$ cat src/rtl/blank_scheduler_if.sv
// Raster configuration and blanking schedule bundle between blank_scheduler and blank_mapper.
// Optional feature macro: BLANK_SCHED_CLAMP_FLAG_EN adds sched_cfg_clamped.
interface blank_scheduler_if #(
  parameter int CW = 16
);
  logic          cfg_en;
  logic [1:0]    td_lane_count;
  logic [CW-1:0] cfg_h_blank_cyc;
  logic [CW-1:0] cfg_h_active_cyc;
  logic [CW-1:0] cfg_v_blank_lines;
  logic [CW-1:0] cfg_v_active_lines;

  logic          sched_blank_en;
  logic          sched_blank_id;
  logic [1:0]    sched_blank_state;
  logic          sched_active_en;
  logic          sched_line_start;
  logic          sched_frame_start;
`ifdef BLANK_SCHED_CLAMP_FLAG_EN
  logic          sched_cfg_clamped;
`endif

  modport master (
    input  cfg_en, td_lane_count, cfg_h_blank_cyc, cfg_h_active_cyc,
           cfg_v_blank_lines, cfg_v_active_lines,
    output sched_blank_en, sched_blank_id, sched_blank_state, sched_active_en,
           sched_line_start, sched_frame_start
`ifdef BLANK_SCHED_CLAMP_FLAG_EN
    , output sched_cfg_clamped
`endif
  );

  modport slave (
    output cfg_en, td_lane_count, cfg_h_blank_cyc, cfg_h_active_cyc,
           cfg_v_blank_lines, cfg_v_active_lines,
    input  sched_blank_en, sched_blank_id, sched_blank_state, sched_active_en,
           sched_line_start, sched_frame_start
`ifdef BLANK_SCHED_CLAMP_FLAG_EN
    , input sched_cfg_clamped
`endif
  );
endinterface

$ cat src/rtl/blank_scheduler.sv
// Raster walker driving BS/START/BLANK/BE and active-region strobes for blank_mapper.
// Optional feature macro: BLANK_SCHED_CLAMP_FLAG_EN (adds sched_cfg_clamped output).
module blank_scheduler #(
  parameter int CW = 16
) (
  input  logic               clk,
  input  logic               rst_n,
  blank_scheduler_if.master  bus
);

  localparam int HW = CW + 1;

  typedef enum logic [2:0] {
    S_IDLE,
    S_BS,
    S_START,
    S_BLANK,
    S_BE,
    S_ACTIVE
  } state_t;

  state_t        state_q, state_d;
  // Position counters carry one extra bit so a line of hb+ha cycles (or a frame
  // of vb+va lines) never wraps before its end.
  logic [HW-1:0] h_q, h_d;
  logic [HW-1:0] v_q, v_d;

  // Per-frame configuration snapshot
  logic [CW-1:0] hb_q, ha_q, vb_q, va_q;
  logic [3:0]    s_q;
  logic          clamp_q;

  // ---------------------------------------------------------------------------
  // Live configuration with clamps applied, captured only at frame start
  // ---------------------------------------------------------------------------
  logic [3:0]    s_live;
  logic [CW-1:0] hb_min, hb_live, vb_live;
  logic          hb_clamp_live, vb_clamp_live, load_cfg;

  always_comb begin
    // NOTE: every combinational output gets a default first so no latch is inferred.
    s_live = 4'd12;
    case (bus.td_lane_count)
      2'b00:   s_live = 4'd3;
      2'b01:   s_live = 4'd6;
      default: s_live = 4'd12;
    endcase
  end

  assign hb_min        = CW'(s_live) + CW'(9);
  assign hb_clamp_live = bus.cfg_h_blank_cyc < hb_min;
  assign vb_clamp_live = (bus.cfg_v_blank_lines == '0) && (bus.cfg_v_active_lines == '0);
  assign hb_live       = hb_clamp_live ? hb_min : bus.cfg_h_blank_cyc;
  assign vb_live       = vb_clamp_live ? CW'(1) : bus.cfg_v_blank_lines;

  // ---------------------------------------------------------------------------
  // Raster geometry derived from the snapshot
  // ---------------------------------------------------------------------------
  logic [HW-1:0] line_last, frame_last, start_last, blank_last, be_last;
  logic          line_end, frame_end, in_vblank;

  assign line_last  = {1'b0, hb_q} + {1'b0, ha_q} - HW'(1);
  assign frame_last = {1'b0, vb_q} + {1'b0, va_q} - HW'(1);
  assign start_last = HW'(s_q) + HW'(3);
  assign blank_last = {1'b0, hb_q} - HW'(5);
  assign be_last    = {1'b0, hb_q} - HW'(1);
  assign in_vblank  = v_q < {1'b0, vb_q};
  assign line_end   = (state_q != S_IDLE) && (h_q == line_last);
  assign frame_end  = line_end && (v_q == frame_last);
  assign load_cfg   = bus.cfg_en && ((state_q == S_IDLE) || frame_end);

  // ---------------------------------------------------------------------------
  // State register
  // ---------------------------------------------------------------------------
  always_ff @(posedge clk or negedge rst_n) begin
    // NOTE: sequential state uses non-blocking assignments only, so every flop
    // samples pre-edge values regardless of statement order.
    if (!rst_n) begin
      state_q <= S_IDLE;
      h_q     <= '0;
      v_q     <= '0;
      hb_q    <= '0;
      ha_q    <= '0;
      vb_q    <= '0;
      va_q    <= '0;
      s_q     <= '0;
      clamp_q <= 1'b0;
    end else begin
      state_q <= state_d;
      h_q     <= h_d;
      v_q     <= v_d;
      if (load_cfg) begin
        hb_q    <= hb_live;
        ha_q    <= bus.cfg_h_active_cyc;
        vb_q    <= vb_live;
        va_q    <= bus.cfg_v_active_lines;
        s_q     <= s_live;
        clamp_q <= hb_clamp_live || vb_clamp_live;
      end else if (!bus.cfg_en) begin
        clamp_q <= 1'b0;
      end
    end
  end

  // ---------------------------------------------------------------------------
  // Next-state logic
  // ---------------------------------------------------------------------------
  always_comb begin
    state_d = state_q;
    h_d     = h_q;
    v_d     = v_q;
    if (!bus.cfg_en) begin
      state_d = S_IDLE;
      h_d     = '0;
      v_d     = '0;
    end else if (state_q == S_IDLE) begin
      state_d = S_BS;
      h_d     = '0;
      v_d     = '0;
    end else if (line_end) begin
      // Every line, V-blank or active, opens with BS; a zero-length active
      // region falls through here straight from BE.
      state_d = S_BS;
      h_d     = '0;
      v_d     = frame_end ? '0 : v_q + HW'(1);
    end else begin
      h_d = h_q + HW'(1);
      case (state_q)
        S_BS:     if (h_q == HW'(3))   state_d = S_START;
        S_START:  if (h_q == start_last) state_d = S_BLANK;
        S_BLANK:  if (!in_vblank && h_q == blank_last) state_d = S_BE;
        S_BE:     if (h_q == be_last)  state_d = S_ACTIVE;
        default:  state_d = state_q;
      endcase
    end
  end

  // ---------------------------------------------------------------------------
  // Output decode, registered one cycle behind the position it describes
  // ---------------------------------------------------------------------------
  logic       blank_en_d, blank_id_d, active_en_d, line_start_d, frame_start_d;
  logic [1:0] blank_state_d;
  logic       running;

  assign running = bus.cfg_en && (state_q != S_IDLE);

  always_comb begin
    blank_state_d = 2'b00;
    case (state_q)
      S_BS:    blank_state_d = 2'b01;
      S_START: blank_state_d = 2'b10;
      S_BE:    blank_state_d = 2'b11;
      default: blank_state_d = 2'b00;
    endcase
    blank_en_d    = running && (state_q != S_ACTIVE);
    blank_id_d    = blank_en_d && !in_vblank;
    active_en_d   = running && (state_q == S_ACTIVE);
    line_start_d  = running && (h_q == '0);
    frame_start_d = line_start_d && (v_q == '0);
    if (!blank_en_d) blank_state_d = 2'b00;
  end

  always_ff @(posedge clk or negedge rst_n) begin
    if (!rst_n) begin
      bus.sched_blank_en    <= 1'b0;
      bus.sched_blank_id    <= 1'b0;
      bus.sched_blank_state <= 2'b00;
      bus.sched_active_en   <= 1'b0;
      bus.sched_line_start  <= 1'b0;
      bus.sched_frame_start <= 1'b0;
    end else begin
      bus.sched_blank_en    <= blank_en_d;
      bus.sched_blank_id    <= blank_id_d;
      bus.sched_blank_state <= blank_state_d;
      bus.sched_active_en   <= active_en_d;
      bus.sched_line_start  <= line_start_d;
      bus.sched_frame_start <= frame_start_d;
    end
  end

`ifdef BLANK_SCHED_CLAMP_FLAG_EN
  always_ff @(posedge clk or negedge rst_n) begin
    if (!rst_n) bus.sched_cfg_clamped <= 1'b0;
    else        bus.sched_cfg_clamped <= running && clamp_q;
  end
`endif

endmodule
$ cat src/flat_wrapper.sv
// flat-port wrapper written by rule: the top's interface ports become plain ports
module blank_scheduler_flat 
#(
  parameter int CW = 16
)
  (clk, rst_n, bus_cfg_en, bus_td_lane_count, bus_cfg_h_blank_cyc, bus_cfg_h_active_cyc, bus_cfg_v_blank_lines, bus_cfg_v_active_lines, bus_sched_blank_en, bus_sched_blank_id, bus_sched_blank_state, bus_sched_active_en, bus_sched_line_start, bus_sched_frame_start);
  blank_scheduler_if #(.CW(CW)) bus_i ();
  input  logic clk;
  input  logic rst_n;
  input wire logic [$bits(bus_i.cfg_en)-1:0] bus_cfg_en;
  input wire logic [$bits(bus_i.td_lane_count)-1:0] bus_td_lane_count;
  input wire logic [$bits(bus_i.cfg_h_blank_cyc)-1:0] bus_cfg_h_blank_cyc;
  input wire logic [$bits(bus_i.cfg_h_active_cyc)-1:0] bus_cfg_h_active_cyc;
  input wire logic [$bits(bus_i.cfg_v_blank_lines)-1:0] bus_cfg_v_blank_lines;
  input wire logic [$bits(bus_i.cfg_v_active_lines)-1:0] bus_cfg_v_active_lines;
  output wire logic [$bits(bus_i.sched_blank_en)-1:0] bus_sched_blank_en;
  output wire logic [$bits(bus_i.sched_blank_id)-1:0] bus_sched_blank_id;
  output wire logic [$bits(bus_i.sched_blank_state)-1:0] bus_sched_blank_state;
  output wire logic [$bits(bus_i.sched_active_en)-1:0] bus_sched_active_en;
  output wire logic [$bits(bus_i.sched_line_start)-1:0] bus_sched_line_start;
  output wire logic [$bits(bus_i.sched_frame_start)-1:0] bus_sched_frame_start;
  assign bus_i.cfg_en = bus_cfg_en;
  assign bus_i.td_lane_count = bus_td_lane_count;
  assign bus_i.cfg_h_blank_cyc = bus_cfg_h_blank_cyc;
  assign bus_i.cfg_h_active_cyc = bus_cfg_h_active_cyc;
  assign bus_i.cfg_v_blank_lines = bus_cfg_v_blank_lines;
  assign bus_i.cfg_v_active_lines = bus_cfg_v_active_lines;
  assign bus_sched_blank_en = bus_i.sched_blank_en;
  assign bus_sched_blank_id = bus_i.sched_blank_id;
  assign bus_sched_blank_state = bus_i.sched_blank_state;
  assign bus_sched_active_en = bus_i.sched_active_en;
  assign bus_sched_line_start = bus_i.sched_line_start;
  assign bus_sched_frame_start = bus_i.sched_frame_start;
  blank_scheduler #(.CW(CW)) u_core (.clk(clk), .rst_n(rst_n), .bus(bus_i));
endmodule
$ cat config.mk
export PLATFORM = sky130hd
export DESIGN_NAME = blank_scheduler_flat
export DESIGN_NICKNAME = d
export VERILOG_FILES = /design/src/rtl/blank_scheduler_if.sv /design/src/rtl/blank_scheduler.sv /design/src/flat_wrapper.sv
export SDC_FILE = /design/constraint.sdc
export NUM_CORES = 1
export LEC_CHECK = 0
export CORE_MARGIN = 2
export CORE_UTILIZATION = 55
export DETAILED_ROUTE_END_ITERATION = 8
export HOLD_SLACK_MARGIN = 0.05
export PLACE_DENSITY = 0.76
export SYNTH_ARGS = -nofsm -noshare
export SYNTH_HDL_FRONTEND = slang
export SYNTH_SLANG_ARGS = --single-unit
$ cat constraint.sdc
create_clock -name clk -period 5.16 [get_ports clk]
set_input_delay 1.548 -clock clk [delete_from_list [all_inputs] [get_ports clk]]
set_output_delay 1.548 -clock clk [all_outputs]
set_load 0.005 [all_outputs]
-- After elaboration in Yosys (flattened, before gate mapping)
Cells that the tools add are included.
- word-level logic and storage cells: 86
- bits in latches: 0
- output and inout bits: 7
- RAM bits: 0
- bits in registers: 112
- memory bits (read-only): 0
- memories: 0
- multiply operators: 0
- div/mod/pow operators: 0
- muxes and demuxes: 20
- order comparisons: 2
- reduce and logical (&&, ||, !) cells: 21
- shift-type cells: 0
- eq/ne operators: 19
- $add $sub $neg: 10
- bitwise operators: 0
- operator list (kind ; number):
    $mux 17 ; 7
    $eq 17x17->1 ; 5
    $add 16x16->17 ; 2
    $add 17x1->17 const B ; 2
    $logic_not 17->1 ; 2
    $sub 17x1->17 const B ; 2
    $logic_not 16->1 ; 2
    $mux 16 ; 2
    $mux 3 ; 7
    $ne 5x2->1 const B ; 4
    $eq 17x2->1 const B ; 1
    $lt 17x16->1 ; 1
    $sub 16x1->17 const B ; 1
    $sub 16x3->17 const B ; 1
    $lt 16x16->1 ; 1
    $pmux 3 s4 ; 1
    $logic_and 1x1->1 ; 11
    $pmux 4 s2 ; 1
    $ne 7x1->1 const B ; 1
    $eq 3x2->1 const B ; 2
    $eq 3x3->1 const B ; 2
    $pmux 2 s3 ; 1
    $add 4x2->5 const B ; 1
    $add 4x4->5 const B ; 1
    other kinds (11) ; 11

-- Logic depth before layout (Yosys ltp)
- depth after elaboration: 9
- mapped depth: 17
- gate-level depth less buffers: 15

-- Worst setup path before layout
OpenSTA, ideal clock, no wires.
- path type: register -> register
- start: register u_core.hb_q[2]
- end: register u_core.ha_q[15]
- data arrival time: 3.916 ns
- stages on the path, launching flop included: 16
- path slack: 1.119 ns
- clock period less this slack: 4.041 ns
- library setup time: 0.125 ns
- data required time: 5.035 ns
- cell sequence: dfrtp_1 -> clkbuf_1 -> inv_1 -> ha_1 -> fa_1 -> and3b_1 -> o21ai_2 -> a211oi_1 -> o41ai_4 -> mux2i_1 -> a2111o_1 -> nor4_1 -> o21ai_1 -> buf_6 -> buf_6 -> mux2_4
- longest elaborated chain between the ends: 7
- ends and longest elaborated chain (element ; RTL line ; source):
    start: declaration ; blank_scheduler.sv:29 ; logic [CW-1:0] hb_q, ha_q, vb_q, va_q;
    start signal: assignment ; blank_scheduler.sv:93 ; hb_q <= hb_live;
    $add 16x16->17 ; blank_scheduler.sv:62 ; assign line_last = {1'b0, hb_q} + {1'b0, ha_q} - HW'(1);
    $sub 17x1->17 ; blank_scheduler.sv:62 ;
    $eq 17x17->1 ; blank_scheduler.sv:68 ; assign line_end = (state_q != S_IDLE) && (h_q == line_last);
    $logic_and 1x1->1 ; blank_scheduler.sv:68 ;
    $logic_and 1x1->1 ; blank_scheduler.sv:69 ; assign frame_end = line_end && (v_q == frame_last);
    $logic_or 1x1->1 ; blank_scheduler.sv:70 ; assign load_cfg = bus.cfg_en && ((state_q == S_IDLE) || frame_end);
    $logic_and 1x1->1 ; blank_scheduler.sv:70 ;
    end signal: assignment ; blank_scheduler.sv:94 ; ha_q <= bus.cfg_h_active_cyc;
    end: declaration ; blank_scheduler.sv:29 ;
No other way between the ends.
A chain may end at the register's enable or synchronous reset.

-- Worst setup path after layout
- start: register u_core.hb_q[2]
- end: register u_core.va_q[10]
- longest elaborated chain between the ends: 7
- ends and longest elaborated chain (element ; RTL line ; source):
    $add 16x16->17 ; blank_scheduler.sv:62 ;
    $sub 17x1->17 ; blank_scheduler.sv:62 ;
    $eq 17x17->1 ; blank_scheduler.sv:68 ;
    $logic_and 1x1->1 ; blank_scheduler.sv:68 ;
    $logic_and 1x1->1 ; blank_scheduler.sv:69 ;
    $logic_or 1x1->1 ; blank_scheduler.sv:70 ;
    $logic_and 1x1->1 ; blank_scheduler.sv:70 ;
    end signal: assignment ; blank_scheduler.sv:96 ; va_q <= bus.cfg_v_active_lines;
    end: declaration ; blank_scheduler.sv:29 ;
No other way between the ends.

==> metrics.txt <==
Post-CTS Setup Bufs 0; DP HPWL 18850 um; routability cong. 0.9756; Post-synth EDFFs 0; unrepaired setup endpoints after global routing no; syn_area_per_cell 8.549 sq um; # port buffers 75; largest family of logic cells by synthesized area simple AND/OR/NAND/NOR gates; post-synth top area share 28.73%; root buffer cell clkbuf_16; Slew HR 32.28%; post-route clock period utilization 87.00%; CTS max path bufs 2; routed vias 8397; pin slew with the least headroom to its limit 1007 ps; post-CTS sizing 0; Synth Area in XOR/XNOR 8.530%; sum of negative setup slack 0 ps; top cells by count, synth inv_1, dfrtp_1, ha_1, nor2_1, nand2_1; Final Slew Violations 0; CTS buffer count 9; adder-cell share of the synthesized area 11.83%; pwr dens 764.7 nW/um^2; Seq/Total Area, Yosys 28.73%; status complete, no violations; largest area contributor in the netlist dfrtp_1; largest net degree at the start of global routing 52; pre-CTS WS 720.4 ps; maximum VDD drop 0.0007713 V; required time worst endpoint 5410 ps; vias per cell 5.998; PnR worst setup slack 670.9 ps; post-synthesis cell area 9754 sq um; startpoint types flop; YS warnings 0; initial antenna violation count 0; GRT Overall Usage 27.70%; Area growth syn-to-layout 11.30%; shortest period the worst path allows 4489 ps; die extent in x 137.2 um; number of remaining DRC errors 0; WS Path Type flop to flop; clock-pin slew on the worst setup and hold paths 80 ps; Filler cells 1509; portion of netlist area occupied by mux cells 9.761%; Max Fanout on Critical Path 39; Area contributors post-synth dfrtp_1, ha_1, mux2_2, inv_1, xnor2_1; Detail Route Antenna Nets 0; n_diodes 0; Die ar. 18820 sq um; die height 137.2 um; WL/cell 17.52 um; Multi-input gate area 6145 sq um; TritonCTS clock tree built; I/O pins 76; Core Region 17300 sq um; Max H-tree Level 3; first-pass GRT wire length 41080 um; max-cap violation count 0; Final setup viols 0; hold_buf cts 0; Starting Density 56.39%; CTS sink cnt 112; Critical Path AT 4740 ps; worst hold-check path type flop to flop; FFs w/ async S/R, synth 100.0%; synth unique cells 72; Post-synth top flop dfrtp_1; nets 1330; Hold Fails Final Rpt 0; CP endpoint kind flop; layout cells sized above 1 8.255%; compound-cell area share of the yosys netlist 14.15%; Gate Count Post-Synth 1141; Net Count, Synth 1301; register bit total from synthesis 112; Skew-Pair Late Insertion Delay 370 ps; vias in the first global route 8243; Iter 0 DRT Violations 767; FP Rows 48; Static Leak 5.039 nW; Register Area 2803 sq um; Fmax 0.2228 GHz; final WL 24530 um; DR pass1 iterations 5; most frequent cell after synthesis inv_1; final setup skew 10.41 ps; GRT overflow 0; simple-gate share of the synthesized area 18.61%
==> kinds of logic (layout without fill, tap and decap cells) <==
family	Yosys count	in the layout
simple gates	346	346
buf+inv	209	243
compound gates	205	205
flops	112	112
xor+xnor	95	95
fa+ha+maj	91	91
mux	83	83
==> worst max-delay path, stage by stage (launching register included) <==
cell,delay (ps)
dfrtp_1,600
inv_1,170
ha_1,350
fa_1,520
xnor2_1,150
a2111oi_0,540
o21ai_0,160
or2_0,220
nor4_1,280
nand4_1,130
nor4_1,460
o21ai_4,90
buf_4,320
mux2_4,360
==> power breakdown <==
part	internal [W]	switching, W	total (W)
Combinational	0.00264	0.00344	0.00608
Clock	0.000346	0.000349	0.000695
Sequential	0.00118	0.000345	0.00152
Total	0.00417	0.00413	0.00830
==> area by class of cell <==
cell class,instances,share of cell area [%]
sequential,112,25.82
multi-input combinational,820,56.60
inverter,145,5.013
timing repair buffer,82,7.376
clock buffer,11,2.236
tap,225,2.593
clock inverter,5,0.3688
==> stage by stage <==
step           total power (W)  instances  util [%]  cell area, sq um  hold slack, ps
3_3_place_gp          0.007372       1384     61.13             10570           489.7
3_5_place_dp          0.007488       1384     61.13             10570           493.6
4_1_cts               0.008237       1400     62.77             10860           510.4
2_1_floorplan         0.006198       1141         -              9754           479.4
5_1_grt               0.009111       1400     62.77             10860           517.2
6_report              0.008302       1400     62.77             10860           506.6
==> path summary, 6_finish.rpt <==
kind,to,slack [ps],cells past startpoint,start
min in group asynchronous,u_core.vb_q[12],1080,1,rst_n
max reg2reg,u_core.va_q[10],670,13,u_core.hb_q[2]
max,u_core.va_q[10],670,13,u_core.hb_q[2]
max in group asynchronous,u_core.hb_q[2],3100,2,rst_n
min,u_core.ha_q[7],510,1,u_core.ha_q[7]
min reg2reg,u_core.ha_q[7],510,1,u_core.ha_q[7]
==> metal layers <==
layer / up-vias / track usage, % / share of wire (%)
met5: - / 0 / 0
met3: 35 / 4.746 / 7.1
met1: 4020 / 38.11 / 44
met4: 0 / 7.560 / 1.7
li1: 4072 / - / -
met2: 270 / 45.14 / 47
==> layout by cell type, fill, tap and decap left out, types with 36 or more instances in the layout <==
cell type	count
nand2_1	63
mux2_2	49
o21ai_0	36
dfrtp_1	112
inv_1	144
nor2_1	66
xor2_1	40
xnor2_1	55
ha_1	89
nand3_1	51
a21oi_1	60
clkdlybuf4s50_1	74
==> registers in the layout (all words and copies together) (netlist names), 3 cells and up <==
signal          flops
u_core.va_q        16
u_core.h_q         17
u_core.s_q          4
u_core.hb_q        16
u_core.ha_q        16
u_core.vb_q        16
u_core.v_q         17
u_core.state_q      3
Note: power is estimated with default switching activity, not from simulation.
